==> config.mk <==
export PLATFORM = sky130hd
export DESIGN_NAME = n64_timer_bank
export DESIGN_NICKNAME = d
export VERILOG_FILES = /design/src/rtl/n64_timer_pkg.sv /design/src/rtl/n64_timer_channel.sv /design/src/rtl/n64_timer_bank.sv
export SDC_FILE = /design/constraint.sdc
export NUM_CORES = 1
export LEC_CHECK = 0
export ABC_AREA = 1
export ABC_CLOCK_PERIOD_IN_PS = 2100
export CAP_MARGIN = 20
export CORE_MARGIN = 10
export CORE_UTILIZATION = 50
export DETAILED_ROUTE_END_ITERATION = 10
export PLACE_DENSITY = 0.74
export SLEW_MARGIN = 15
export SYNTH_ARGS = -nofsm -noshare
export SYNTH_HDL_FRONTEND = slang
export SYNTH_SLANG_ARGS = --single-unit
export TNS_END_PERCENT = 1
==> constraint.sdc <==
create_clock -name clk -period 2.1 [get_ports clk]
set_clock_uncertainty 0.1 [all_clocks]
set_input_delay 0.21 -clock clk [delete_from_list [all_inputs] [get_ports clk]]
set_output_delay 0.21 -clock clk [all_outputs]
set_load 0.03 [all_outputs]
==> src/rtl/n64_timer_pkg.sv <==
// Shared channel state encoding, mode constants and N64 bit-cell timing loads
// for the n64_timer_bank controller-interface timers.
package n64_timer_pkg;

    typedef enum logic {
        IDLE = 1'b0,
        RUN  = 1'b1
    } chan_state_t;

    localparam logic MODE_ONESHOT = 1'b0;
    localparam logic MODE_RELOAD  = 1'b1;

    // Cell counts at a 50 MHz board clock; all fit the default 8-bit counter.
    localparam int unsigned CLK_MHZ  = 50;
    localparam int unsigned CELL_1US = CLK_MHZ;
    localparam int unsigned CELL_3US = 3 * CLK_MHZ;

endpackage

==> src/rtl/n64_timer_channel.sv <==
// One down-counting interval timer: latched load/mode, IDLE/RUN state,
// registered one-cycle expire pulse. Decrements only when tick is high.
module n64_timer_channel
    import n64_timer_pkg::*;
#(
    parameter int WIDTH = 8
) (
    input  logic             clk,
    input  logic             reset,
    input  logic             tick,
    input  logic             start,
    input  logic             stop,
    input  logic             hold,
    input  logic             reload_mode,
    input  logic [WIDTH-1:0] load_val,
    output logic             empty,
    output logic             expire,
    output logic [WIDTH-1:0] count
);

    chan_state_t      state, state_next;
    logic [WIDTH-1:0] count_next;
    logic [WIDTH-1:0] load_q, load_next;
    logic             mode_q, mode_next;
    logic             expire_next;

    always_ff @(posedge clk) begin
        if (reset) begin
            state  <= IDLE;
            count  <= '0;
            expire <= 1'b0;
            load_q <= '0;
            mode_q <= MODE_ONESHOT;
        end else begin
            state  <= state_next;
            count  <= count_next;
            expire <= expire_next;
            load_q <= load_next;
            mode_q <= mode_next;
        end
    end

    // Priority: start > stop > hold > decrement; a zero load expires at once.
    always_comb begin
        state_next  = state;
        count_next  = count;
        expire_next = 1'b0;
        load_next   = load_q;
        mode_next   = mode_q;
        if (start) begin
            load_next = load_val;
            mode_next = reload_mode;
            if (load_val == '0) begin
                state_next  = IDLE;
                count_next  = '0;
                expire_next = 1'b1;
            end else begin
                state_next = RUN;
                count_next = load_val;
            end
        end else if (stop) begin
            state_next = IDLE;
            count_next = '0;
        end else if (!hold && tick && state == RUN) begin
            if (count > WIDTH'(1)) begin
                count_next = count - 1'b1;
            end else begin
                expire_next = 1'b1;
                if (mode_q == MODE_RELOAD) begin
                    count_next = load_q;
                end else begin
                    state_next = IDLE;
                    count_next = '0;
                end
            end
        end
    end

    assign empty = (state == IDLE);

endmodule

==> src/rtl/n64_timer_bank.sv <==
// Bank of CHANNELS independent N64 interval timers sharing one tick.
// Define TIMER_PRESCALE_EN to divide the tick by PRESCALE.
module n64_timer_bank
    import n64_timer_pkg::*;
#(
    parameter int CHANNELS = 2,
    parameter int WIDTH    = 8,
    parameter int PRESCALE = 1
) (
    input  logic                      clk,
    input  logic                      reset,
    input  logic [CHANNELS-1:0]       start,
    input  logic [CHANNELS-1:0]       stop,
    input  logic [CHANNELS-1:0]       hold,
    input  logic [CHANNELS-1:0]       reload_mode,
    input  logic [CHANNELS*WIDTH-1:0] load_val,
    output logic [CHANNELS-1:0]       empty,
    output logic [CHANNELS-1:0]       expire,
    output logic [CHANNELS*WIDTH-1:0] count
);

    logic tick;

`ifdef TIMER_PRESCALE_EN
    localparam int PW = (PRESCALE > 1) ? $clog2(PRESCALE) : 1;

    logic [PW-1:0] pre_cnt;

    // Free-running divider; only reset clears it, channel starts do not.
    always_ff @(posedge clk) begin
        if (reset) begin
            pre_cnt <= '0;
        end else if (tick) begin
            pre_cnt <= '0;
        end else begin
            pre_cnt <= pre_cnt + 1'b1;
        end
    end

    assign tick = (pre_cnt == PW'(PRESCALE - 1));
`else
    // Undivided build: every clock is a tick and PRESCALE has no effect.
    assign tick = (PRESCALE >= 1) | 1'b1;
`endif

    for (genvar i = 0; i < CHANNELS; i++) begin : g_chan
        n64_timer_channel #(
            .WIDTH(WIDTH)
        ) u_chan (
            .clk        (clk),
            .reset      (reset),
            .tick       (tick),
            .start      (start[i]),
            .stop       (stop[i]),
            .hold       (hold[i]),
            .reload_mode(reload_mode[i]),
            .load_val   (load_val[i*WIDTH +: WIDTH]),
            .empty      (empty[i]),
            .expire     (expire[i]),
            .count      (count[i*WIDTH +: WIDTH])
        );
    end

endmodule

==> out/results.tsv, run 1 <==
stage	metric	value	unit
outcome	status	complete, no violations	
power_and_ir_drop	p_leak	1.14	nW
synth	ys_top_cells_by_area	dfxtp_1 35%, nand2_1 16%, a21oi_1 13%	
clock_network	root_buffer	clkbuf_8	
routing	antenna_left	0	
layout	fin_nets	407	
grt	grt.total_usage	0.163	
routing	route.vias.total	2252	
routing	drt_iter0_drc	85	
layout	diodes	0	
grt	grt_pass1_vias	2152	
setup_path	cp_cell_sequence	inv_1, ha_1, inv_1, nand2_1, nand2_2, nor2_8, a21oi_4, nand3_1, a21oi_1	
synth	ys_seq_elements	38	
grt	antenna_found_initial	0	
setup_path	r2r_setup_slack	0.32	ns
place	gp_congestion	0.882	
timing	post-route-min-period	1.78	ns
floorplanning	rows	24	
timing	finalSetupTns	0	ns
setup_path	arrival	1.90	ns
layout	drive_gt1_frac	0.0767	
synth	syn_inst	336	
clock_network	clock_latency	0.29	ns
floorplanning	ios	46	
timing	tightest_slew	0.543	ns
setup_path	crit_top_cell	inv_1	
layout	final.fill_count	423	
setup_path	r2r_cells	9	
floorplanning	die_area	7440	um2
synth	synth_top_cell_by_area	dfxtp_1	
floorplanning	die_x	86.2	um
setup_path	cp_top_family	flip-flops	
setup_path	crit_buf_inv	2	
routing	totalWireLength	6120	um
floorplanning	initial_utilization	0.511	
layout	layout_common_cells	96 x nand2_1, 57 x a21oi_1, 45 x clkdlybuf4s50_1	
layout	final_common_cell	nand2_1	
power_and_ir_drop	power.total	1.96	mW
grt	grt_overflow	0	
place	port_buffers	45	
layout	synthToLayoutAreaGrowth	25.1	%
setup_path	path_class	reg2reg	
power_and_ir_drop	peakVddDrop	307	uV
clock_network	clockBufferDepth	2	
clock_network	htree_num_levels	2	
setup_path	worst_setup_path_start_kind	flip-flop	
timing	setup_viol	0	
clock_network	cts.clk_slew.worst_paths	0.07	ns
place	hpwl	4650	um
synth	synth_cell_types	29	
worst_hold_path	hold_end	g_chan[1].u_chan.load_q[0]	
clock_network	cts_sinks	38	
setup_path	worstPathMaxFanout	10	
grt	grt_use_met3	0.0600	
grt	grt_pass1_wl	10000	um
floorplanning	dieHeight	86.2	um
setup_path	cpMaxStageDelayCell	dfxtp_1	
synth	ys_seq_area_frac	0.347	
clock_network	post_cts_buffers	0	
floorplanning	core_area	4290	um2
setup_path	crit_cells	9	
synth	syn_area	2190	um2
timing	report.final.slew_viol_count	0	
setup_path	r2r_end	g_chan[0].u_chan.count[3]	
setup_path	crit_path_end_kind	flip-flop	
timing	maxSlewHeadroom	0.638	
power_and_ir_drop	pwr_density_cell	714	nW/um2
grt	grt_max_degree	21	
timing	rsz0062_at_grt	no	
clock_network	cts_resized	0	
setup_path	required	2.22	ns
routing	vias_per_cell	5.24	
timing	fmax	0.562	GHz
worst_hold_path	hold_start	g_chan[1].u_chan.load_q[0]	
clock_network	cts_tree	yes	
worst_hold_path	hold_path.class	reg2reg	
synth	syn_nets	366	
clock_network	cts_hold_buf	0	
grt	met2_usage	0.289	
routing	route.detailed.drc	0	
setup_path	cpPeakStageDelay	0.41	ns
routing	drtPass1Iterations	4	
grt	use_met1	0.175	
worst_hold_path	hold-path-cell-count	2	
clock_network	cts_buffers	5	
setup_path	rr_startpoint	g_chan[0].u_chan.count[0]	
synth	synth_top_cell_area_share	0.347	
grt	top_usage_layer	met2	
routing	routedWlPerCell	14.2	um
run	max_cap_viol_count	0	
timing	hold_violations	0	
synth	ys_warn_count	0	
synth	avgSynthCellArea	6.53	um2
timing	period_share	0.847	
[Yosys cell counts (all sizes together)]
master / number
buf: 9
ha: 4
or2: 2
clkinv: 3
xnor2: 2
dfxtp: 38
nand2: 101
nor2: 27
nor4: 2
nand4: 2
nand3: 21
a21oi: 60
inv: 31
o21ai: 29
clkbuf: 5
[where the power goes]
| group | switching (mW) | internal [mW] | total, mW |
|---|---|---|---|
| clock network | 0.257 | 0.265 | 0.522 |
| registers | 0.0532 | 0.772 | 0.825 |
| logic | 0.373 | 0.240 | 0.613 |
| total | 0.683 | 1.28 | 1.96 |
[routing by layer]
layer / share of wire / wire length, um
met3: 0.078 / 478
met1: 0.42 / 2560
met4: 0.012 / 74
met5: 0 / 0
met2: 0.49 / 3010
[layout make-up]
cell class,instances,area [um2],share of cell area
clock buffer,7,86.3,0.0315
clock inverter,1,5.00,0.00182
inverter,34,134,0.0488
multi-input combinational,250,1220,0.445
sequential,38,761,0.277
tap,52,65.1,0.0237
timing repair buffer,48,473,0.172
[worst register-to-register path: cells and delay by family, from the launching register on]
family                   cells  cell delay, ns
adder cells (fa/ha/maj)      1            0.29
AND/OR/NAND/NOR              4            0.35
buffers and inverters        2            0.18
AO/OA/AOI/OAI                2            0.36
flip-flops                   1            0.41
[stage by stage]
step / hold slack (ns) / instance area, um2 / std cells / util / worst slack (ns)
3_3_place_gp: 0.349 / 2650 / 422 / 0.618 / 0.386
5_1_grt: 0.390 / 2740 / 430 / 0.639 / 0.169
3_5_place_dp: 0.357 / 2650 / 422 / 0.618 / 0.341
2_1_floorplan: 0.250 / 2190 / 336 / - / 0.374
6_report: 0.366 / 2740 / 430 / 0.639 / 0.322
4_1_cts: 0.367 / 2740 / 430 / 0.639 / 0.304
[flip-flops by register name, summed over array words and instances (netlist names)]
| name | cells |
|---|---|
| g_chan.u_chan.count | 16 |
| g_chan.u_chan.expire | 2 |
| g_chan.u_chan.mode_q | 2 |
| g_chan.u_chan.load_q | 16 |
| g_chan.u_chan.state | 2 |
[cells by family after synthesis]
kind of cell	share of synthesized area
buf+inv	0.0970
xor+xnor	0.00799
fa+ha+maj	0.0228
simple gates	0.309
flops	0.347
compound gates	0.217
[worst max path at each step]
| stage | slack, ns | from | end |
|---|---|---|---|
| 2_1_floorplan | 0.37 | g_chan[1].u_chan.count[0] | g_chan[1].u_chan.count[5] |
| 3_3_place_gp | 0.39 | start[0] | g_chan[0].u_chan.count[6] |
| 3_5_place_dp | 0.34 | start[0] | g_chan[0].u_chan.count[3] |
| 4_1_cts | 0.30 | g_chan[0].u_chan.count[3] | count[3] |
| 5_1_grt | 0.17 | g_chan[0].u_chan.count[0] | g_chan[0].u_chan.count[3] |
| 6_report | 0.32 | g_chan[0].u_chan.count[0] | g_chan[0].u_chan.count[3] |
No activity file was read; power rests on OpenSTA's default activity.
==> run 2, diff against run 1 <==
ABC_CLOCK_PERIOD_IN_PS = 1700   (was 2100)
clock period = 1.7 ns   (was 2.1 ns; I/O delays follow)
==> run 2 against run 1 <==
- clock-buffer cell count decreased by 1
- critical path depth shrank 8
- cell count is 2.3% higher
- die area is the same
- power rose by 41%
- register-to-register slack got worse by 0.18 ns
- wire length is 0.26% lower
- clock power grew 83%
- first-iteration DRC count up 33%
- flip-flop and latch count unchanged
- global-route usage increased by 0.61 points
- combinational power rose by 29%
- largest power group unchanged
==> out/results.tsv, run 2 (synthesis gave the netlist of run 1 again) <==
stage	metric	value	unit
clock_network	clockBufferDepth	2	
floorplanning	rows	24	
grt	grt_max_degree	20	
setup_path	worst_setup_path_start_kind	flip-flop	
layout	final_common_cell	nand2_1	
setup_path	rr_startpoint	g_chan[1].u_chan.count[0]	
grt	grt_overflow	0	
floorplanning	die_x	86.2	um
power_and_ir_drop	pwr_density_cell	950	nW/um2
worst_hold_path	hold_path.class	reg2reg	
timing	report.final.slew_viol_count	0	
timing	maxSlewHeadroom	0.779	
setup_path	crit_path_end_kind	output port	
power_and_ir_drop	comb_power_share	0.286	
routing	drtPass1Iterations	4	
grt	grt_pass1_wl	10500	um
place	port_buffers	45	
power_and_ir_drop	sequentialPowerShare	0.368	
timing	post-route-min-period	1.65	ns
layout	layout_common_cells	96 x nand2_1, 56 x a21oi_1, 36 x dfxtp_1	
setup_path	required	1.43	ns
power_and_ir_drop	swShare	0.313	
routing	antenna_left	0	
clock_network	clock_latency	0.30	ns
floorplanning	initial_utilization	0.511	
power_and_ir_drop	p_leak	1.35	nW
layout	fin_nets	417	
routing	vias_per_cell	5.21	
routing	totalWireLength	6110	um
setup_path	cp_cell_sequence	clkdlybuf4s50_1	
layout	drive_gt1_frac	0.113	
layout	final_area	2910	um2
power_and_ir_drop	power.total	2.76	mW
clock_network	cts_sinks	38	
power_and_ir_drop	clockPowerShare	0.346	
setup_path	crit_buf_inv	1	
grt	grt_pass1_vias	2289	
setup_path	cpMaxStageDelayCell	clkdlybuf4s50_1	
timing	period_share	0.969	
setup_path	cp_top_family	buffers and inverters	
setup_path	cp-startpoint	g_chan[0].u_chan.count[7]	
place	hpwl	4580	um
outcome	status	complete, no violations	
power_and_ir_drop	peakVddDrop	410	uV
worst_hold_path	hold_start	g_chan[0].u_chan.load_q[3]	
timing	tightest_slew	0.330	ns
layout	diodes	0	
timing	hold_slack	0.368	ns
clock_network	post_cts_buffers	0	
routing	drt_iter0_drc	113	
power_and_ir_drop	power_switching	0.866	mW
place	place_area	2730	um2
clock_network	cts_tree	yes	
clock_network	htree_num_levels	2	
floorplanning	ios	46	
setup_path	path_class	reg2out	
layout	synthToLayoutAreaGrowth	32.6	%
floorplanning	core_area	4290	um2
grt	antenna_found_initial	0	
floorplanning	die_area	7440	um2
run	max_cap_viol_count	0	
floorplanning	dieHeight	86.2	um
place	gp_congestion	0.895	
layout	final.fill_count	390	
routing	route.vias.total	2291	
grt	grt.total_usage	0.169	
setup_path	worstPathMaxFanout	4	
setup_path	arrival	1.38	ns
power_and_ir_drop	p_int	1.90	mW
timing	hold_violations	0	
clock_network	cts_buffers	5	
timing	setup_viol	0	
layout	top_regs	g_chan.u_chan.count x16, g_chan.u_chan.load_q x16	
timing	rsz0062_at_grt	yes	
layout	fin_util	0.677	
clock_network	root_buffer	clkbuf_8	
clock_network	cts_hold_buf	0	
timing	fmax	0.607	GHz
routing	route.detailed.drc	0	
routing	routedWlPerCell	13.9	um
clock_network	cts.clk_slew.worst_paths	0.08	ns
setup_path	cpPeakStageDelay	0.69	ns
run 2: cell count changes in the layout (fill, tap and decap cells not counted), sizes merged:
| cell | delta |
|---|---|
| clkdlybuf4s50 | -13 |
| buf | +10 |
| dlymetal6s2s | +8 |
| dlygate4sd2 | +5 |
| bufinv | +2 |
| clkbuf | -1 |
| clkinv | -1 |
run 2: final timing paths:
kind | depth (start not counted) | slack, ns | to
max | 1 | 0.05 | count[7]
min reg2reg | 2 | 0.37 | g_chan[0].u_chan.load_q[3]
max reg2reg | 8 | 0.14 | g_chan[1].u_chan.count[3]
min | 2 | 0.37 | g_chan[0].u_chan.load_q[3]
run 2: final cells by class:
type | count | area, um2 | share of cell area
multi-input cells | 250 | 1240 | 0.427
flip-flops and latches | 38 | 763 | 0.262
repair buffers | 58 | 562 | 0.193
inverters | 34 | 134 | 0.0460
clock buffers | 6 | 82.6 | 0.0284
well taps | 52 | 65.1 | 0.0224
clock inverters | 2 | 60.1 | 0.0207
run 2: power groups by stage:
stage	Sequential [mW]	Clock, mW	Combinational (mW)
6_report	1.02	0.956	0.790
5_1_grt	1.03	1.00	0.893
4_1_cts	1.01	0.968	0.779
3_5_place_dp	1.03	0	0.779
3_3_place_gp	1.03	0	0.775
2_1_floorplan	1.09	0	0.452
run 2: through the flow:
step / setup TNS (ns) / setup slack [ns] / std cells
3_3_place_gp: 0 / 0.0959 / 432
5_1_grt: -0.00381 / -0.00381 / 440
3_5_place_dp: 0 / 0.0553 / 432
6_report: 0 / 0.0531 / 440
4_1_cts: 0 / 0.00270 / 440
2_1_floorplan: -0.00114 / -0.000606 / 336
run 2: timing repair:
action | CTS | global route
pin swaps | 0 | 2
resized for setup | 5 | 13
endpoints found under the setup margin | 5 | 23
run 2: worst register-to-register path: cells and delay by family, from the launching register on:
kind	cells	cell delay [ns]
AND/OR/NAND/NOR	3	0.32
adder cells (fa/ha/maj)	1	0.24
flip-flops	1	0.37
AO/OA/AOI/OAI	2	0.23
buffers and inverters	2	0.19
run 2: routing by layer:
| metal | track usage | vias up | wire length [um] |
|---|---|---|---|
| met2 | 0.289 | 66 | 3000 |
| met3 | 0.0553 | 10 | 407 |
| met4 | 0.0604 | 0 | 86 |
| met1 | 0.192 | 1026 | 2620 |
| met5 | 0 | - | 0 |
| li1 | - | 1189 | - |
==> run 3, diff against run 2 <==
GPL_ROUTABILITY_DRIVEN = 1   (was not set)
SYNTH_HIERARCHICAL = 1   (was not set)
==> run 3 against run 2 <==
- clock power decreased by 21%
- synthesized cell count increased by 0.30%
- global-route usage about the same
- sequential power about the same
- non-clock buffer count decreased by 2
- cell count increased by 1.8%
- highest routed layer unchanged
- sequential share of layout area decreased by 0.22 points
- core utilization decreased by 0.51 points
- design area increased by 1.3%
- worst setup slack improved by 0.018 ns
- largest power group unchanged
- critical path depth unchanged
==> out/results.tsv, run 3 <==
stage	metric	value	unit
synth	synth_common_cells	86 x nand2_1, 51 x a21oi_1, 38 x dfxtp_1	
floorplanning	die_area	7630	um2
clock_network	cts_buffers	5	
clock_network	clockBufferDepth	2	
synth	ys_seq_area_frac	0.336	
setup_path	rr_startpoint	g_chan[0].u_chan/count[1]	
grt	antenna_found_initial	0	
layout	layout_common_cells	86 x nand2_1, 51 x a21oi_1, 35 x nor2_1, 35 x dfxtp_1, 35 x clkdlybuf4s50_1	
clock_network	cts_hold_buf	0	
layout	diodes	0	
floorplanning	dieHeight	87.3	um
setup_path	required	1.43	ns
setup_path	worst_setup_path_start_kind	flip-flop	
setup_path	crit_buf_inv	1	
floorplanning	initial_utilization	0.517	
setup_path	worstPathMaxFanout	4	
timing	post-route-min-period	1.63	ns
synth	async_flop_share	0	
routing	route.vias.total	2405	
timing	fmax	0.614	GHz
routing	antenna_left	0	
timing	setup_viol	0	
routing	totalWireLength	6410	um
power_and_ir_drop	p_leak	1.29	nW
layout	fin_util	0.672	
worst_hold_path	hold_path.class	reg2reg	
routing	vias_per_cell	5.37	
clock_network	cts_sinks	38	
grt	grt_overflow	0	
synth	syn_inst	337	
clock_network	htree_num_levels	2	
synth	ys_seq_elements	38	
clock_network	post_cts_buffers	0	
place	hpwl	4910	um
run	max_cap_viol_count	0	
routing	route.detailed.drc	0	
synth	synthFlopType	dfxtp_1	
place	dpl.cell_count	440	
grt	grt_pass1_vias	2251	
setup_path	arrival	1.36	ns
setup_path	r2r_end	g_chan[0].u_chan/count[2]	
setup_path	r2r_setup_slack	0.10	ns
setup_path	r2r_cells	8	
synth	syn_area	2270	um2
synth	synth_top_cell_area_share	0.336	
layout	final_common_cell	nand2_1	
clock_network	cts_tree	yes	
place	gp_congestion	0.848	
setup_path	path_class	reg2out	
clock_network	cts.clk_slew.worst_paths	0.08	ns
setup_path	cp_cell_sequence	clkdlybuf4s50_1	
layout	top_regs	g_chan.u_chan/count x16, g_chan.u_chan/load_q x16	
grt	grt_pass1_wl	10700	um
power_and_ir_drop	pwr_density_cell	906	nW/um2
synth	synth_top_cell_by_area	dfxtp_1	
power_and_ir_drop	peakVddDrop	472	uV
floorplanning	rows	24	
layout	fin_nets	425	
routing	routedWlPerCell	14.3	um
timing	rsz0062_at_grt	yes	
layout	synthToLayoutAreaGrowth	30.0	%
synth	synth_cell_types	27	
layout	drive_gt1_frac	0.124	
timing	report.final.slew_viol_count	0	
floorplanning	ios	46	
routing	drtPass1Iterations	5	
grt	grt_max_degree	19	
grt	grt.total_usage	0.169	
synth	ys_top_cells_by_area	dfxtp_1 34%, nand2_1 14%, a21oi_1 11%	
floorplanning	core_area	4380	um2
timing	finalSetupTns	0	ns
timing	hold_violations	0	
setup_path	crit_path_end_kind	output port	
synth	synth_most_common_cell	nand2_1	
floorplanning	die_x	87.3	um
clock_network	clock_latency	0.29	ns
routing	drt_iter0_drc	156	
place	place_ws	0.106	ns
place	port_buffers	45	
setup_path	cpPeakStageDelay	0.69	ns
synth	ys_warn_count	6	
worst_hold_path	hold_start	g_chan[0].u_chan/load_q[2]	
timing	period_share	0.958	
timing	hold_slack	0.362	ns
layout	finalNonFillerCells	448	
timing	layout_setup_ws	0.0707	ns
synth	synth_edf_count	0	
worst_hold_path	hold-path-cell-count	2	
setup_path	cp_top_family	buffers and inverters	
setup_path	cpMaxStageDelayCell	clkdlybuf4s50_1	
synth	avgSynthCellArea	6.73	um2
clock_network	root_buffer	clkbuf_8	
outcome	status	complete, no violations	
worst_hold_path	hold_end	g_chan[0].u_chan/load_q[2]	
## run 3: per-layer routing
layer / track usage / wire, um / part of all wire / vias up
li1: - / - / - / 1216
met1: 0.238 / 3080 / 0.48 / 1089
met2: 0.244 / 2810 / 0.44 / 96
met3: 0.0478 / 484 / 0.076 / 4
met4: 0.0406 / 32 / 0.0050 / 0
met5: 0 / 0 / 0 / -
## run 3: kinds of logic after synthesis
| family | Yosys count | share of synthesized area |
|---|---|---|
| AND/OR/NAND/NOR | 174 | 0.377 |
| AO/OA/AOI/OAI | 82 | 0.189 |
| flip-flops | 38 | 0.336 |
| adder cells (fa/ha/maj) | 4 | 0.0221 |
| other | 1 | 0.00165 |
| XOR/XNOR | 2 | 0.00773 |
| buffers and inverters | 36 | 0.0662 |
## run 3: through the flow
stage	area, um2	power [mW]
floorplan	2280	1.63
detailed placement	2840	1.93
global route	2950	2.83
global placement	2840	1.92
CTS	2930	2.68
finish	2950	2.67
## run 3: timing repair
item | CTS | global route
gates cloned | 0 | 0
setup endpoints to repair | 8 | 11
resized for setup | 8 | 5
## run 3: layout make-up
cell class              instances  area, um2
flip-flops and latches         38        767
repair buffers                 56        528
fillers                       412       1440
clock buffers                   7       76.3
well taps                      52       65.1
inverters                      28        108
clock inverters                 1       30.0
multi-input cells             266       1370
## run 3: worst max-delay path by stage
stage,start,end,cells after the start
2_1_floorplan,g_chan[1].u_chan/count[1],g_chan[1].u_chan/count[2],10
3_3_place_gp,g_chan[0].u_chan/count[1],g_chan[0].u_chan/count[2],8
3_5_place_dp,g_chan[1].u_chan/count[1],g_chan[1].u_chan/count[2],8
4_1_cts,g_chan[1].u_chan/count[6],count[14],1
5_1_grt,g_chan[0].u_chan/count[1],g_chan[0].u_chan/count[4],9
6_report,g_chan[0].u_chan/count[7],count[7],1
## run 3: report_power, final
group / switching [mW] / internal (mW) / total [mW] / leakage (nW)
clock network: 0.318 / 0.439 / 0.758 / 0.0524
logic: 0.536 / 0.346 / 0.882 / 0.921
registers: 0.0748 / 0.955 / 1.03 / 0.315
total: 0.929 / 1.74 / 2.67 / 1.29
